--- config.mk ---
export PLATFORM = sky130hd
export DESIGN_NAME = dk_sound_mixer_flat
export DESIGN_NICKNAME = d
export VERILOG_FILES = /design/src/rtl/dk_sound_mixer_if.sv /design/src/rtl/dk_sound_mixer.sv /design/src/flat_wrapper.sv
export SDC_FILE = /design/constraint.sdc
export NUM_CORES = 1
export LEC_CHECK = 0
export CAP_MARGIN = 10
export CORE_MARGIN = 5
export CORE_UTILIZATION = 60
export CTS_CLUSTER_DIAMETER = 60
export DETAILED_ROUTE_END_ITERATION = 10
export PLACE_DENSITY = 0.91
export SLEW_MARGIN = 20
export SYNTH_ARGS = -nofsm -noshare
export SYNTH_HDL_FRONTEND = slang
export SYNTH_SLANG_ARGS = --single-unit
--- constraint.sdc ---
create_clock -name clk -period 9.3 [get_ports clk]
set_input_delay 0.93 -clock clk [delete_from_list [all_inputs] [get_ports clk]]
set_output_delay 0.93 -clock clk [all_outputs]
set_load 0.1 [all_outputs]
--- src/rtl/dk_sound_mixer_if.sv ---
// Sample bus between the sound generators / audio output path and the mixer.
// Carries the per-sample strobe, packed channel samples and gains, and the mixed result.
interface dk_sound_mixer_if #(
  parameter int NUM_CH = 4
);
  logic                   audio_clk_en;
  logic [NUM_CH*16-1:0]   ch_in;
  logic [NUM_CH*8-1:0]    gains;
  logic [15:0]            out;
  logic                   out_valid;
  logic                   busy;
  logic                   overrun;

  modport master (
    output audio_clk_en, ch_in, gains,
    input  out, out_valid, busy, overrun
  );

  modport slave (
    input  audio_clk_en, ch_in, gains,
    output out, out_valid, busy, overrun
  );
endinterface

--- src/rtl/dk_sound_mixer.sv ---
// Gain-scaled channel mixer: one shared MAC step per channel, saturation to 16 bits,
// and an optional first-order DC blocker ahead of the output register.
module dk_sound_mixer #(
  parameter int NUM_CH    = 4,
  parameter int DCB_EN    = 1,
  parameter int DCB_SHIFT = 8
) (
  input  logic             clk,
  input  logic             reset,
  dk_sound_mixer_if.slave  bus
);

  localparam int IW    = (NUM_CH > 1) ? $clog2(NUM_CH) : 1;
  localparam int ACC_W = 16 + 9 + $clog2(NUM_CH);
  localparam logic [IW-1:0] LAST_IDX = IW'(NUM_CH - 1);

  localparam logic [1:0] IDLE = 2'd0;
  localparam logic [1:0] MAC  = 2'd1;
  localparam logic [1:0] DCB  = 2'd2;

  logic [1:0]              state;
  logic [IW-1:0]           idx;
  logic signed [15:0]      snap_ch   [NUM_CH];
  logic [7:0]              snap_gain [NUM_CH];
  logic signed [ACC_W-1:0] acc;
  logic signed [15:0]      x_prev;
  logic signed [15:0]      y_prev;
  logic signed [15:0]      out_r;
  logic                    out_valid_r;
  logic                    overrun_r;

  logic signed [24:0]      prod;
  logic signed [ACC_W-1:0] prod_ext;
  logic signed [ACC_W-1:0] mix_wide;
  logic signed [15:0]      mix_sat;
  logic signed [18:0]      y_full;
  logic signed [15:0]      y_sat;
  logic signed [15:0]      y_out;

  always_comb begin
    prod     = 25'(snap_ch[idx]) * 25'($signed({1'b0, snap_gain[idx]}));
    prod_ext = ACC_W'(prod);

    // Gains are Q1.7, so the sum carries 7 fractional bits; >>> floors toward -inf.
    mix_wide = acc >>> 7;
    if (mix_wide[ACC_W-1:15] == '0 || mix_wide[ACC_W-1:15] == '1)
      mix_sat = mix_wide[15:0];
    else
      mix_sat = mix_wide[ACC_W-1] ? 16'sh8000 : 16'sh7fff;

    y_full = 19'(mix_sat) - 19'(x_prev) + 19'(y_prev) - 19'(y_prev >>> DCB_SHIFT);
    if (y_full[18:15] == '0 || y_full[18:15] == '1)
      y_sat = y_full[15:0];
    else
      y_sat = y_full[18] ? 16'sh8000 : 16'sh7fff;

    y_out = (DCB_EN != 0) ? y_sat : mix_sat;
  end

  always_ff @(posedge clk or posedge reset) begin
    if (reset) begin
      state       <= IDLE;
      idx         <= '0;
      acc         <= '0;
      x_prev      <= '0;
      y_prev      <= '0;
      out_r       <= '0;
      out_valid_r <= 1'b0;
      overrun_r   <= 1'b0;
      for (int unsigned i = 0; i < NUM_CH; i++) begin
        snap_ch[i]   <= '0;
        snap_gain[i] <= '0;
      end
    end else begin
      out_valid_r <= 1'b0;
      if (bus.audio_clk_en && state != IDLE)
        overrun_r <= 1'b1;

      case (state)
        IDLE: begin
          if (bus.audio_clk_en) begin
            for (int unsigned i = 0; i < NUM_CH; i++) begin
              snap_ch[i]   <= bus.ch_in[16*i +: 16];
              snap_gain[i] <= bus.gains[8*i +: 8];
            end
            acc   <= '0;
            idx   <= '0;
            state <= MAC;
          end
        end
        MAC: begin
          acc <= acc + prod_ext;
          if (idx == LAST_IDX)
            state <= DCB;
          else
            idx <= idx + IW'(1);
        end
        DCB: begin
          out_r       <= y_out;
          out_valid_r <= 1'b1;
          if (DCB_EN != 0) begin
            x_prev <= mix_sat;
            y_prev <= y_sat;
          end
          state <= IDLE;
        end
        default: state <= IDLE;
      endcase
    end
  end

  assign bus.out       = out_r;
  assign bus.out_valid = out_valid_r;
  assign bus.busy      = (state != IDLE);
  assign bus.overrun   = overrun_r;

endmodule

--- src/flat_wrapper.sv ---
// flat-port wrapper written by rule: the top's interface ports become plain ports
module dk_sound_mixer_flat 
#(
  parameter int NUM_CH    = 4,
  parameter int DCB_EN    = 1,
  parameter int DCB_SHIFT = 8
)
  (clk, reset, bus_audio_clk_en, bus_ch_in, bus_gains, bus_out, bus_out_valid, bus_busy, bus_overrun);
  dk_sound_mixer_if #(.NUM_CH(NUM_CH)) bus_i ();
  input  logic clk;
  input  logic reset;
  input wire logic [$bits(bus_i.audio_clk_en)-1:0] bus_audio_clk_en;
  input wire logic [$bits(bus_i.ch_in)-1:0] bus_ch_in;
  input wire logic [$bits(bus_i.gains)-1:0] bus_gains;
  output wire logic [$bits(bus_i.out)-1:0] bus_out;
  output wire logic [$bits(bus_i.out_valid)-1:0] bus_out_valid;
  output wire logic [$bits(bus_i.busy)-1:0] bus_busy;
  output wire logic [$bits(bus_i.overrun)-1:0] bus_overrun;
  assign bus_i.audio_clk_en = bus_audio_clk_en;
  assign bus_i.ch_in = bus_ch_in;
  assign bus_i.gains = bus_gains;
  assign bus_out = bus_i.out;
  assign bus_out_valid = bus_i.out_valid;
  assign bus_busy = bus_i.busy;
  assign bus_overrun = bus_i.overrun;
  dk_sound_mixer #(.NUM_CH(NUM_CH), .DCB_EN(DCB_EN), .DCB_SHIFT(DCB_SHIFT)) u_core (.clk(clk), .reset(reset), .bus(bus_i));
endmodule
==> impl_metrics.toml <==
[cts]
cts_setup_buffers = 0
worstSkewPairLatency_ns = 0.44
clock-sinks = 161
clkSlewWorstSetupHoldPaths_ns = 0.08
clock_path_buffers = 2
cts_buffers = 17
htreeDepth = 4
cts_resized = 0
holdBufCountCts = 0
cts_root_buf = "clkbuf_16"
cts_tree = "done"

[worst_setup_path]
critPathKind = "reg -> reg"
cp_max_fo = 18
critical_path.slowest_cell = "dfrtp_2"
worstPathCellList = "mux4_2 -> and2_1 -> fa_1 -> fa_1 -> fa_1 -> fa_1 -> inv_1 -> fa_1 -> inv_1 -> ha_1 -> a21o_1 -> a221o_1 -> nand2_1 -> a31o_2 -> nand3_1 -> a211oi_1 -> xnor2_1 -> o21ai_0"
crit_family = "adder cells"
critical_path_required_ns = 9.60
critPathArrivalTime_ns = 7.09
start_kind = "register"
r2r_cells = 18
r2r_start = "u_core.idx[0]"
reg2reg_slack_ns = 2.51
cp_num_buf_inv = 2
cp_slowest_stage_delay_ns = 0.78
cp-startpoint = "u_core.idx[0]"
reg2reg_to = "u_core.acc[23]"
end_kind = "register"
cp_common_cell = "fa_1"

[logic_synthesis]
yosysTopAreaCell = "dfrtp_1"
synth_top_area_share_pct = 27.9
syn_inst = 1584
synth_cell_types = 62
synth_area_per_cell_sq_um = 9.12
synth-main-ff-cell = "dfrtp_1"
netlist_top_cells_area = "dfrtp_1 28%, fa_1 20%, nand2_1 9.7%, ha_1 8.3%, inv_1 5.8%"
synth_edf_count = 0
yosysMostFrequentCell = "nand2_1"
ys_seq_area_share_pct = 27.9
ys_warn_count = 0
syn_nets = 1923
ys_async_sr_fraction_pct = 100
synth_seq_cells = 161
syn_area_sq_um = 14400
synth_common_cells = "374 x nand2_1, 224 x inv_1, 161 x dfrtp_1, 144 x fa_1, 96 x ha_1"

[timing]
min_period_ns = 6.79
rsz0062_at_grt = "no"
slew_headroom_pct = 26.9
skew_ns = 0.0133
finalCritPeriodShare_pct = 73.0
fin_setup_tns_ns = 0
fmax_mhz = 147
worst_pin_slew_ns = 1.09
setup_viol = 0
slew_violations = 0
hold_violations = 0

[floorplan]
core_area_sq_um = 23600
die_x_microns = 165
fp.dieArea_sq_um = 27300
start_util_pct = 61.2
std_cell_rows = 56
io_pins = 118
fp.dieH_microns = 165

[layout]
seqCellArea_sq_um = 4030
diodes = 0
final.fill_count = 1591
multi_input_area_sq_um = 9370
fin_nets = 2014
layout-drive-gt1-share_pct = 6.40
areaGrowthSynthToFinish_pct = 14.0

[routing]
drc = 0
via_count = 11800
drt_wl_total_mm = 36.0
wire_per_inst_microns = 17.9
drtIter0Drc = 1141
vias_per_cell = 5.89
antenna_left = 0
dr.pass1.iters = 5

[worst_hold_path]
worst_hold_path_type = "reg -> reg"
whs_path_depth = 1
min_from = "u_core.bus.overrun"
hold_end = "u_core.bus.overrun"

[placement]
gp_congestion = 0.916
hpwlAfterDp_mm = 26.2
numPortBuffers = 117

[global_route]
grtUsageTotal_pct = 28.1
grt_pass1_wl_mm = 61.4
grt_max_degree = 120
grt.overflow.total = 0
grt_pass1_vias = 13000
grt_antenna_before_repair = 0

[flow_run]
max_cap_violations = 0

[outcome]
status = "complete, no violations"
-- cell usage in the layout (no fill, tap or decap), drive strengths merged, types with 9 or more instances in the layout --
cell,Yosys,routed
nor2,46,46
nand2,375,375
clkdlybuf4s50,0,117
ha,96,96
xor2,13,13
o21a,10,10
and2,78,78
nor2b,12,12
dfrtp,161,161
mux4,24,24
inv,224,232
clkbuf,46,18
a21oi,34,34
nand3,37,37
a21o,37,37
nand2b,11,11
nor3,15,15
buf,9,10
o22ai,15,15
fa,144,144
mux2,16,16
a211oi,9,9
o21ai,59,59
xnor2,25,25
-- routing by layer --
layer  global-route usage [%]  up-vias  share of wire (%)
li1                         -     5294                  -
met3                     4.91      156                6.1
met5                        0        -                  0
met1                     33.0     5843                 37
met2                     49.9      532                 52
met4                     13.3        0                4.7
-- sequential cells by signal, summed over array words and instances, names as in the netlist --
name / cells
u_core.acc: 27
u_core.bus.out_valid: 1
u_core.bus.overrun: 1
u_core.idx: 2
u_core.snap_ch: 64
u_core.snap_gain: 32
u_core.state: 2
u_core.x_prev: 16
u_core.y_prev: 16
-- worst max path at each step --
stage | depth (start not counted) | end
6_report | 18 | u_core.acc[23]
5_1_grt | 26 | u_core.y_prev[7]
4_1_cts | 18 | u_core.acc[23]
3_5_place_dp | 18 | u_core.acc[25]
3_3_place_gp | 19 | u_core.acc[26]
2_1_floorplan | 20 | u_core.acc[26]
-- cells by family after synthesis --
| family | share of synthesized area, % |
|---|---|
| xor+xnor | 2.30 |
| compound gates | 10.3 |
| buf+inv | 7.36 |
| fa+ha+maj | 28.3 |
| mux | 5.27 |
| flops | 27.9 |
| simple gates | 18.6 |
-- final cells by class --
| cell class | count | share of cell area, % |
|---|---|---|
| clock buffers | 18 | 2.61 |
| well taps | 319 | 2.42 |
| inverters | 224 | 5.14 |
| flip-flops and latches | 161 | 24.5 |
| clock inverters | 14 | 0.866 |
| multi-input cells | 1144 | 56.9 |
| repair buffers | 127 | 7.59 |
-- worst reg2reg max path, cell delays in order, from the launching register on --
cell      delay, ns
dfrtp_2        0.78
mux4_2         0.80
and2_1         0.24
fa_1           0.58
fa_1           0.46
fa_1           0.52
fa_1           0.57
inv_1          0.06
fa_1           0.49
inv_1          0.04
ha_1           0.37
a21o_1         0.21
a221o_1        0.38
nand2_1        0.10
a31o_2         0.18
nand3_1        0.20
a211oi_1       0.41
xnor2_1        0.16
o21ai_0        0.09
-- stage by stage --
step,utilization [%],hold WS [ns],instances,instance area [sq um],worst slack (ns)
after global placement,67.3,0.449,1975,15900,2.42
after floorplan,-,0.440,1584,14400,2.76
after global routing,69.7,0.488,2007,16500,2.08
final,69.7,0.471,2007,16500,2.51
after detailed placement,67.3,0.445,1975,15900,2.24
after CTS,69.7,0.474,2007,16500,2.22
Power is left out: the tool's default activity adds up to more than one toggle a clock period on the data nets, which glitch-free logic cannot reach.
